$ cat src/rtl/instr_loader_if.sv
// Byte-stream handshake and instruction-memory write bus for instr_loader.
interface instr_loader_if;
  logic [7:0]  byte_in;
  logic        byte_valid;
  logic        byte_ready;
  logic        mem_we;
  logic [31:0] mem_addr;
  logic [31:0] mem_wdata;

  modport master (
    output byte_in, byte_valid,
    input  byte_ready, mem_we, mem_addr, mem_wdata
  );

  modport slave (
    input  byte_in, byte_valid,
    output byte_ready, mem_we, mem_addr, mem_wdata
  );
endinterface

$ cat src/rtl/instr_loader.sv
// Loads a big-endian byte stream into instruction memory as 32-bit words at 4*k.
// Optional trailing XOR checksum byte when LOADER_CHECKSUM_EN is defined.
module instr_loader #(
  parameter int unsigned DEPTH = 1000
) (
  input  logic          clk,
  input  logic          reset,
  input  logic          start,
  input  logic [31:0]   word_count,
  instr_loader_if.slave bus,
  output logic          busy,
  output logic          done,
  output logic          error
);

  typedef enum logic [2:0] {IDLE, RECV, WRITE, CHECK, DONE} state_t;

  state_t      state, state_d;
  logic [31:0] word_idx, word_idx_d;
  logic [31:0] count, count_d;
  logic [1:0]  byte_cnt, byte_cnt_d;
  logic [23:0] shift, shift_d;
  logic        err_d, we_d, ready_d, busy_d, done_d;
  logic [31:0] addr_d, wdata_d;
  logic        accept;
`ifdef LOADER_CHECKSUM_EN
  logic [7:0]  csum, csum_d;
`endif

  // State and registered outputs
  always_ff @(posedge clk) begin
    if (reset) begin
      state          <= IDLE;
      word_idx       <= '0;
      count          <= '0;
      byte_cnt       <= '0;
      shift          <= '0;
      error          <= 1'b0;
      busy           <= 1'b0;
      done           <= 1'b0;
      bus.byte_ready <= 1'b0;
      bus.mem_we     <= 1'b0;
      bus.mem_addr   <= '0;
      bus.mem_wdata  <= '0;
`ifdef LOADER_CHECKSUM_EN
      csum           <= '0;
`endif
    end else begin
      state          <= state_d;
      word_idx       <= word_idx_d;
      count          <= count_d;
      byte_cnt       <= byte_cnt_d;
      shift          <= shift_d;
      error          <= err_d;
      busy           <= busy_d;
      done           <= done_d;
      bus.byte_ready <= ready_d;
      bus.mem_we     <= we_d;
      bus.mem_addr   <= addr_d;
      bus.mem_wdata  <= wdata_d;
`ifdef LOADER_CHECKSUM_EN
      csum           <= csum_d;
`endif
    end
  end

  // Next-state and next-output logic
  always_comb begin
    state_d    = state;
    word_idx_d = word_idx;
    count_d    = count;
    byte_cnt_d = byte_cnt;
    shift_d    = shift;
    err_d      = error;
    we_d       = 1'b0;
    addr_d     = bus.mem_addr;
    wdata_d    = bus.mem_wdata;
    accept     = bus.byte_valid && bus.byte_ready;
`ifdef LOADER_CHECKSUM_EN
    csum_d     = csum;
`endif

    case (state)
      IDLE, DONE: begin
        if (start) begin
          count_d    = word_count;
          word_idx_d = '0;
          byte_cnt_d = '0;
          err_d      = 1'b0;
`ifdef LOADER_CHECKSUM_EN
          csum_d     = '0;
`endif
          if (word_count == 32'd0) begin
            state_d = DONE;
          end else if (word_count > DEPTH) begin
            err_d   = 1'b1;
            state_d = DONE;
          end else begin
            state_d = RECV;
          end
        end
      end
      RECV: begin
        if (accept) begin
          shift_d    = {shift[15:0], bus.byte_in};
          byte_cnt_d = byte_cnt + 2'd1;
`ifdef LOADER_CHECKSUM_EN
          csum_d     = csum ^ bus.byte_in;
`endif
          // Fourth byte completes the word; the write issues next cycle
          if (byte_cnt == 2'd3) begin
            state_d = WRITE;
            we_d    = 1'b1;
            addr_d  = {word_idx[29:0], 2'b00};
            wdata_d = {shift, bus.byte_in};
          end
        end
      end
      WRITE: begin
        word_idx_d = word_idx + 32'd1;
        if (word_idx + 32'd1 == count) begin
`ifdef LOADER_CHECKSUM_EN
          state_d = CHECK;
`else
          state_d = DONE;
`endif
        end else begin
          state_d = RECV;
        end
      end
`ifdef LOADER_CHECKSUM_EN
      CHECK: begin
        if (accept) begin
          err_d   = (bus.byte_in != csum);
          state_d = DONE;
        end
      end
`endif
      default: state_d = IDLE;
    endcase

    ready_d = (state_d == RECV) || (state_d == CHECK);
    busy_d  = (state_d == RECV) || (state_d == WRITE) || (state_d == CHECK);
    done_d  = (state_d == DONE);
  end

endmodule

$ cat src/flat_wrapper.sv
// flat-port wrapper written by rule: the top's interface ports become plain ports
module instr_loader_flat 
#(
  parameter int unsigned DEPTH = 1000
)
  (clk, reset, start, word_count, busy, done, error, bus_byte_in, bus_byte_valid, bus_byte_ready, bus_mem_we, bus_mem_addr, bus_mem_wdata);
  instr_loader_if bus_i ();
  input  logic clk;
  input  logic reset;
  input  logic start;
  input  logic [31:0] word_count;
  output logic busy;
  output logic done;
  output logic error;
  input wire logic [$bits(bus_i.byte_in)-1:0] bus_byte_in;
  input wire logic [$bits(bus_i.byte_valid)-1:0] bus_byte_valid;
  output wire logic [$bits(bus_i.byte_ready)-1:0] bus_byte_ready;
  output wire logic [$bits(bus_i.mem_we)-1:0] bus_mem_we;
  output wire logic [$bits(bus_i.mem_addr)-1:0] bus_mem_addr;
  output wire logic [$bits(bus_i.mem_wdata)-1:0] bus_mem_wdata;
  assign bus_i.byte_in = bus_byte_in;
  assign bus_i.byte_valid = bus_byte_valid;
  assign bus_byte_ready = bus_i.byte_ready;
  assign bus_mem_we = bus_i.mem_we;
  assign bus_mem_addr = bus_i.mem_addr;
  assign bus_mem_wdata = bus_i.mem_wdata;
  instr_loader #(.DEPTH(DEPTH)) u_core (.clk(clk), .reset(reset), .start(start), .word_count(word_count), .bus(bus_i), .busy(busy), .done(done), .error(error));
endmodule
$ cat config.mk
export PLATFORM = sky130hd
export DESIGN_NAME = instr_loader_flat
export DESIGN_NICKNAME = d
export VERILOG_FILES = /design/src/rtl/instr_loader_if.sv /design/src/rtl/instr_loader.sv /design/src/flat_wrapper.sv
export SDC_FILE = /design/constraint.sdc
export NUM_CORES = 1
export LEC_CHECK = 0
export CORE_ASPECT_RATIO = 0.5
export CORE_UTILIZATION = 30
export DETAILED_ROUTE_END_ITERATION = 6
export SYNTH_ARGS = -nofsm -noshare
export SYNTH_HDL_FRONTEND = slang
export SYNTH_SLANG_ARGS = --single-unit
export TNS_END_PERCENT = 20
$ cat constraint.sdc
create_clock -name clk -period 3 [get_ports clk]
set_input_delay 0.6 -clock clk [delete_from_list [all_inputs] [get_ports clk]]
set_output_delay 0.6 -clock clk [all_outputs]
set_load 0.01 [all_outputs]
# After elaboration in Yosys (flattened, before gate mapping)

Cells that the tools add are included.
W data, S select, Z words.

$add $sub $neg: 2
Order comparisons: 1
Eq/ne operators: 11
Multiplexer cells: 15
Bitwise gates (word level): 2
Reduce and logical (&&, ||, !) cells: 15

Operators with widths:

| operator                | count |
|---|---|
| $pmux W32 S2            | 1 |
| $add A32 B1 Y32 const B | 1 |
| $eq A32 B32 Y1          | 1 |
| $gt A32 B10 Y1 const B  | 1 |
| $logic_not A32 Y1       | 1 |
| $mux W32                | 1 |
| $mux W3                 | 6 |
| $eq A3 B2 Y1 const B    | 3 |
| $pmux W3 S3             | 1 |
| $eq A3 B1 Y1 const B    | 2 |
| $eq A3 B3 Y1 const B    | 2 |
| $reduce_and A2 Y1       | 3 |
| $reduce_and A3 Y1       | 2 |
| $mux W2                 | 2 |
| $pmux W2 S2             | 1 |
| $reduce_bool A2 Y1      | 2 |
| $logic_not A3 Y1        | 1 |
| $logic_or A1 B1 Y1      | 3 |
| $mux W1                 | 3 |
| $reduce_or A3 Y1        | 1 |
| $add A2 B1 Y2 const B   | 1 |
| $eq A2 B2 Y1 const B    | 1 |
| $ne A2 B1 Y1 const B    | 1 |
| $ne A2 B2 Y1 const B    | 1 |
| 3 further kinds         | 4 |

Register bits: 160
Input port bits: 44
Output and inout port bits: 69
Logic and storage cells: 58

# Logic depth before layout (Yosys ltp)

Depth in word-level cells: 8
Depth in mapped cells: 10
Depth with buffers taken out: 9

# Worst setup path before layout

Ideal clock, no wire load.

Path type: register to register
From: register u_core.word_idx[0]
To: register u_core.busy
Setup time: 115 ps
Arrival: 2,528 ps
Required time: 2,885 ps
Path slack: 358 ps
Stages on the path, launching flop included: 10
Path buffers: 0
Cells stage by stage: dfxtp_1 ha_1 nand3_2 nor4_2 nand2_1 xnor2_1 or4_1 nor4_4 nand2_1 o21a_1

Longest elaborated chain between the ends: 7
Elaborated cells on any way between the ends: 9
Those cells by class: add/sub (1); eq/ne (4); mux (2); reduce/logical (2)

Ends and longest elaborated chain:

| item                                                | RTL line            | text |
|---|---|---|
| from (decl)                                         | instr_loader.sv:19  | `logic [31:0] word_idx, word_idx_d;` |
| from (signal assigned)                              | instr_loader.sv:50  | `word_idx <= word_idx_d;` |
| $add A32 B1 Y32 (*)                                 | instr_loader.sv:121 | `if (word_idx + 32'd1 == count) begin` |
| $eq A32 B32 Y1 (*)                                  | instr_loader.sv:121 |  |
| $mux W3 (*)                                         | instr_loader.sv:121 |  |
| $pmux W3 S3 (*)                                     | instr_loader.sv:83  | `case (state)` |
| $eq A3 B1 Y1 / $eq A3 B2 Y1 (equally long branches) | instr_loader.sv:143 | `busy_d = (state_d == RECV) \|\| (state_d == WRITE) \|\| (state_d == CHECK);` |
| $logic_or A1 B1 Y1                                  | instr_loader.sv:143 |  |
| $logic_or A1 B1 Y1 (*)                              | instr_loader.sv:143 |  |
| to (signal assigned)                                | instr_loader.sv:55  | `busy <= busy_d;` |
| to (decl)                                           | instr_loader.sv:11  | `output logic busy,` |

Every way passes the cells marked *; elsewhere a longest branch is shown, timed or not.
A chain may end at the register's enable or synchronous reset.

# Final worst setup path

From: input port word_count[27]
To: register u_core.bus.byte_ready

Longest elaborated chain between the ends: 7
Elaborated cells on any way between the ends: 9
Those cells by class: order compare (1); eq/ne (2); mux (4); reduce/logical (2)

Ends and longest elaborated chain:

| item                                                | RTL line              | text |
|---|---|---|
| from (decl)                                         | flat_wrapper.sv:11    | `input logic [31:0] word_count;` |
| $gt A32 B10 Y1                                      | instr_loader.sv:95    | `end else if (word_count > DEPTH) begin` |
| $mux W3                                             | instr_loader.sv:95    |  |
| $mux W3 (*)                                         | instr_loader.sv:93    | `if (word_count == 32'd0) begin` |
| $mux W3 (*)                                         | instr_loader.sv:85    | `if (start) begin` |
| $pmux W3 S3 (*)                                     | instr_loader.sv:83    |  |
| $eq A3 B1 Y1 / $eq A3 B2 Y1 (equally long branches) | instr_loader.sv:142   | `ready_d = (state_d == RECV) \|\| (state_d == CHECK);` |
| $logic_or A1 B1 Y1 (*)                              | instr_loader.sv:142   |  |
| to (signal assigned)                                | instr_loader.sv:57    | `bus.byte_ready <= ready_d;` |
| to (decl)                                           | instr_loader_if.sv:17 | `output byte_ready, mem_we, mem_addr, mem_wdata` |

Marked as above.

==> impl_metrics.yaml <==
cells_and_area:
  fillerInstances: 2411
  nets: 1081
  final_util_pct: 39.8
  regArea_mm2: 0.00320
  area_growth_pct: 27.0
  layout.cells.most_common_list: "266 x nand2_1, 160 x dfxtp_1, 154 x a21oi_1, 109 x clkdlybuf4s50_1, 47 x nor2_1"
  layout_commonest_cell: "nand2_1"
  multi_input_area_mm2: 0.00370
  diodes: 0
  drive_above_1_share_pct: 8.99
clock_network:
  clock-sinks: 160
  cts.path.max_buffers: 2
  clk_latency_ns: 0.43
  cts_hold_buf: 0
  cts-root-buf: "clkbuf_16"
  ctsResizeCount: 0
  numCtsBuffers: 17
  cts_max_level: 4
  post_cts_buffers: 0
  cts_tree: "yes"
  path_clk_slew_ns: 0.06
place:
  place_ws_ns: -0.283
  hpwl_um: 14700
  portBuffers: 110
  place.gp.congestion: 0.909
route:
  final_antenna_net_count: 0
  wire_per_inst_um: 15.3
  drc_errors: 3
  viasPerCell: 4.96
  dr.pass1.iters: 7
  dr.first_iter.drc_count: 451
  routed_wl_um: 20700
  num_vias: 6715
global_routing:
  grt_max_degree: 58
  grt_pass1_vias: 6483
  use_met3_pct: 3.77
  antenna_found_initial: 0
  grtUsageMet1_pct: 21.7
  grt_usage_pct: 16.7
  busiest_layer: "met2"
  overflow: 0
  met2_usage_pct: 27.8
  grt_pass1_wl_um: 33400
power_and_ir_drop:
  netSwitchingFraction_pct: 22.9
  p_per_area_mw_per_mm2: 492
  p_leak_nw: 3.16
  p_clk_share_pct: 46.8
  pwr-share-comb_pct: 5.5
  ir_drop_mv: 0.387
  p_total_mw: 4.56
  power.share.sequential_pct: 47.6
  p_switching_mw: 1.04
  power.internal_mw: 3.52
timing:
  maxSlewHeadroom_pct: 56.1
  fin_tns_setup_ns: 0
  hold_violations: 0
  skew_ns: 0.00722
  setup_slack_ns: 0.167
  tightest_slew_ns: 0.652
  drv_slew: 0
  fin_crit_sh_pct: 94.4
  period_minus_slack_ns: 2.83
  rsz0062_at_grt: "false"
  finalSetupViolations: 0
  fmax_mhz: 353
  holdWs_ns: 0.453
min_path:
  hold_class: "flip-flop to flip-flop"
  hold_start: "u_core.bus.mem_addr[10]$_SDFFE_PP0P_"
logic_synthesis:
  synth_cell_types: 66
  synthesis.area_mm2: 0.00730
  ys_seq_area_share_pct: 43.9
  syn_avg_cell_area_um2: 7.74
  ys_async_sr_fraction_pct: 0
  synth_ff_type: "dfxtp_1"
  synth-seq-cells: 160
  synth_edf_count: 0
  netlist_instances: 943
  yosysWarnings: 0
worst_setup_path:
  critPathCapture: "u_core.bus.byte_ready$_SDFF_PP0_"
  cp_data_required_time_ns: 3.35
  arrival_ns: 3.18
  cp_max_fo: 2
  r2r_end: "u_core.bus.byte_ready$_SDFF_PP0_"
  reg2regPathDepth: 8
  worstSetupStartpointType: "input port"
  worstSetupPathType: "input port to flip-flop"
  worst_setup_path_end_kind: "flip-flop"
  worstSetupStartpoint: "word_count[27]"
  worstReg2RegStart: "u_core.word_idx[3]$_SDFFE_PP0P_"
  ff2ff_setup_slack_ns: 0.21
floorplanning:
  coreArea_mm2: 0.0233
  dieHeight_um: 112
  die_w_um: 223
  start_util_pct: 31.3
  ios: 113
  dieArea_mm2: 0.0250
  num_rows: 39
status:
  violations: "DRC"
  status: "finished, violations left"
job:
  maxCapViolCount: 0
## flip-flops by register name, indices dropped and copies added (netlist names)
signal,count
u_core.bus.mem_we,1
u_core.byte_cnt,2
u_core.count,32
u_core.error,1
u_core.word_idx,32
u_core.shift,24
u_core.bus.mem_addr,30
u_core.bus.mem_wdata,32
u_core.done,1
u_core.busy,1
u_core.state,3
u_core.bus.byte_ready,1
## cell type report
cell class,count,share of cell area (%)
Clock inverter,10,1.23
Timing Repair Buffer,150,15.2
Multi-Input combinational cell,704,39.9
Inverter,2,0.0810
Clock buffer,20,4.93
Sequential cell,160,34.5
Tap cell,307,4.14
## stage by stage
stage | instances | area (µm²)
after floorplan | 944 | 7300
after global placement | 1323 | 8690
after detailed placement | 1323 | 8690
after CTS | 1353 | 9260
after global routing | 1353 | 9270
final | 1353 | 9270
## kinds of logic (layout without fill, tap and decap cells)
group	count (synthesis)	in the layout	share of synthesized area [%]
simple gates	428	428	27.3
compound gates	226	226	17.1
flops	160	160	43.9
buf+inv	80	182	5.81
xor+xnor	44	44	5.28
fa+ha+maj	2	2	0.343
mux	2	2	0.274
other cells	1	2	0.0514
## power groups by stage
stage	registers, mW	clock network (mW)	logic, mW
detailed placement	2.22	0	0.251
floorplan	2.21	0	0.135
CTS	2.17	2.18	0.252
finish	2.17	2.14	0.253
global placement	2.22	0	0.249
global route	2.18	2.28	0.274
## routing by layer
metal	part of all wire, %	wire (µm)	vias up
li1	-	-	3388
met1	48	9900	3175
met3	4.0	828	19
met2	47	9740	133
met5	0	0	-
met4	1.2	259	0
## worst min-delay path by stage
stage                                                  endpoint  slack (ns)  depth (start not counted)
after global routing       u_core.bus.mem_wdata[7]$_SDFFE_PP0P_        0.47                          2
after detailed placement  u_core.bus.mem_wdata[24]$_SDFFE_PP0P_        0.45                          2
after global placement     u_core.bus.mem_wdata[3]$_SDFFE_PP0P_        0.44                          2
after CTS                 u_core.bus.mem_wdata[24]$_SDFFE_PP0P_        0.46                          2
final                      u_core.bus.mem_addr[10]$_SDFFE_PP0P_        0.45                          2
after floorplan           u_core.bus.mem_wdata[24]$_SDFFE_PP0P_        0.43                          2
## cells in the mapped netlist (7+ instances only)
library cell / n / area share [%]
nand2_1: 267 / 14
dfxtp_1: 160 / 44
a21oi_1: 154 / 11
clkbuf_1: 54 / 2.8
nor2_1: 48 / 2.5
o21ai_0: 31 / 2.1
xnor2_1: 24 / 2.9
xor2_1: 20 / 2.4
nor3_1: 17 / 1.2
nand3_1: 16 / 1.1
nand4_1: 13 / 1.1
nor4_1: 9 / 0.77
a211oi_1: 7 / 0.72
buf_2: 7 / 0.48
## critical path, stage by stage
cell and delay (ns):
clkdlybuf4s50_1 0.46, nor4_1 0.62, nand4_1 0.31, nor3_1 0.28
a21boi_0 0.41, a22oi_1 0.19, buf_4 0.17, o2bb2ai_1 0.14
Note: power is estimated with default switching activity, not from simulation.
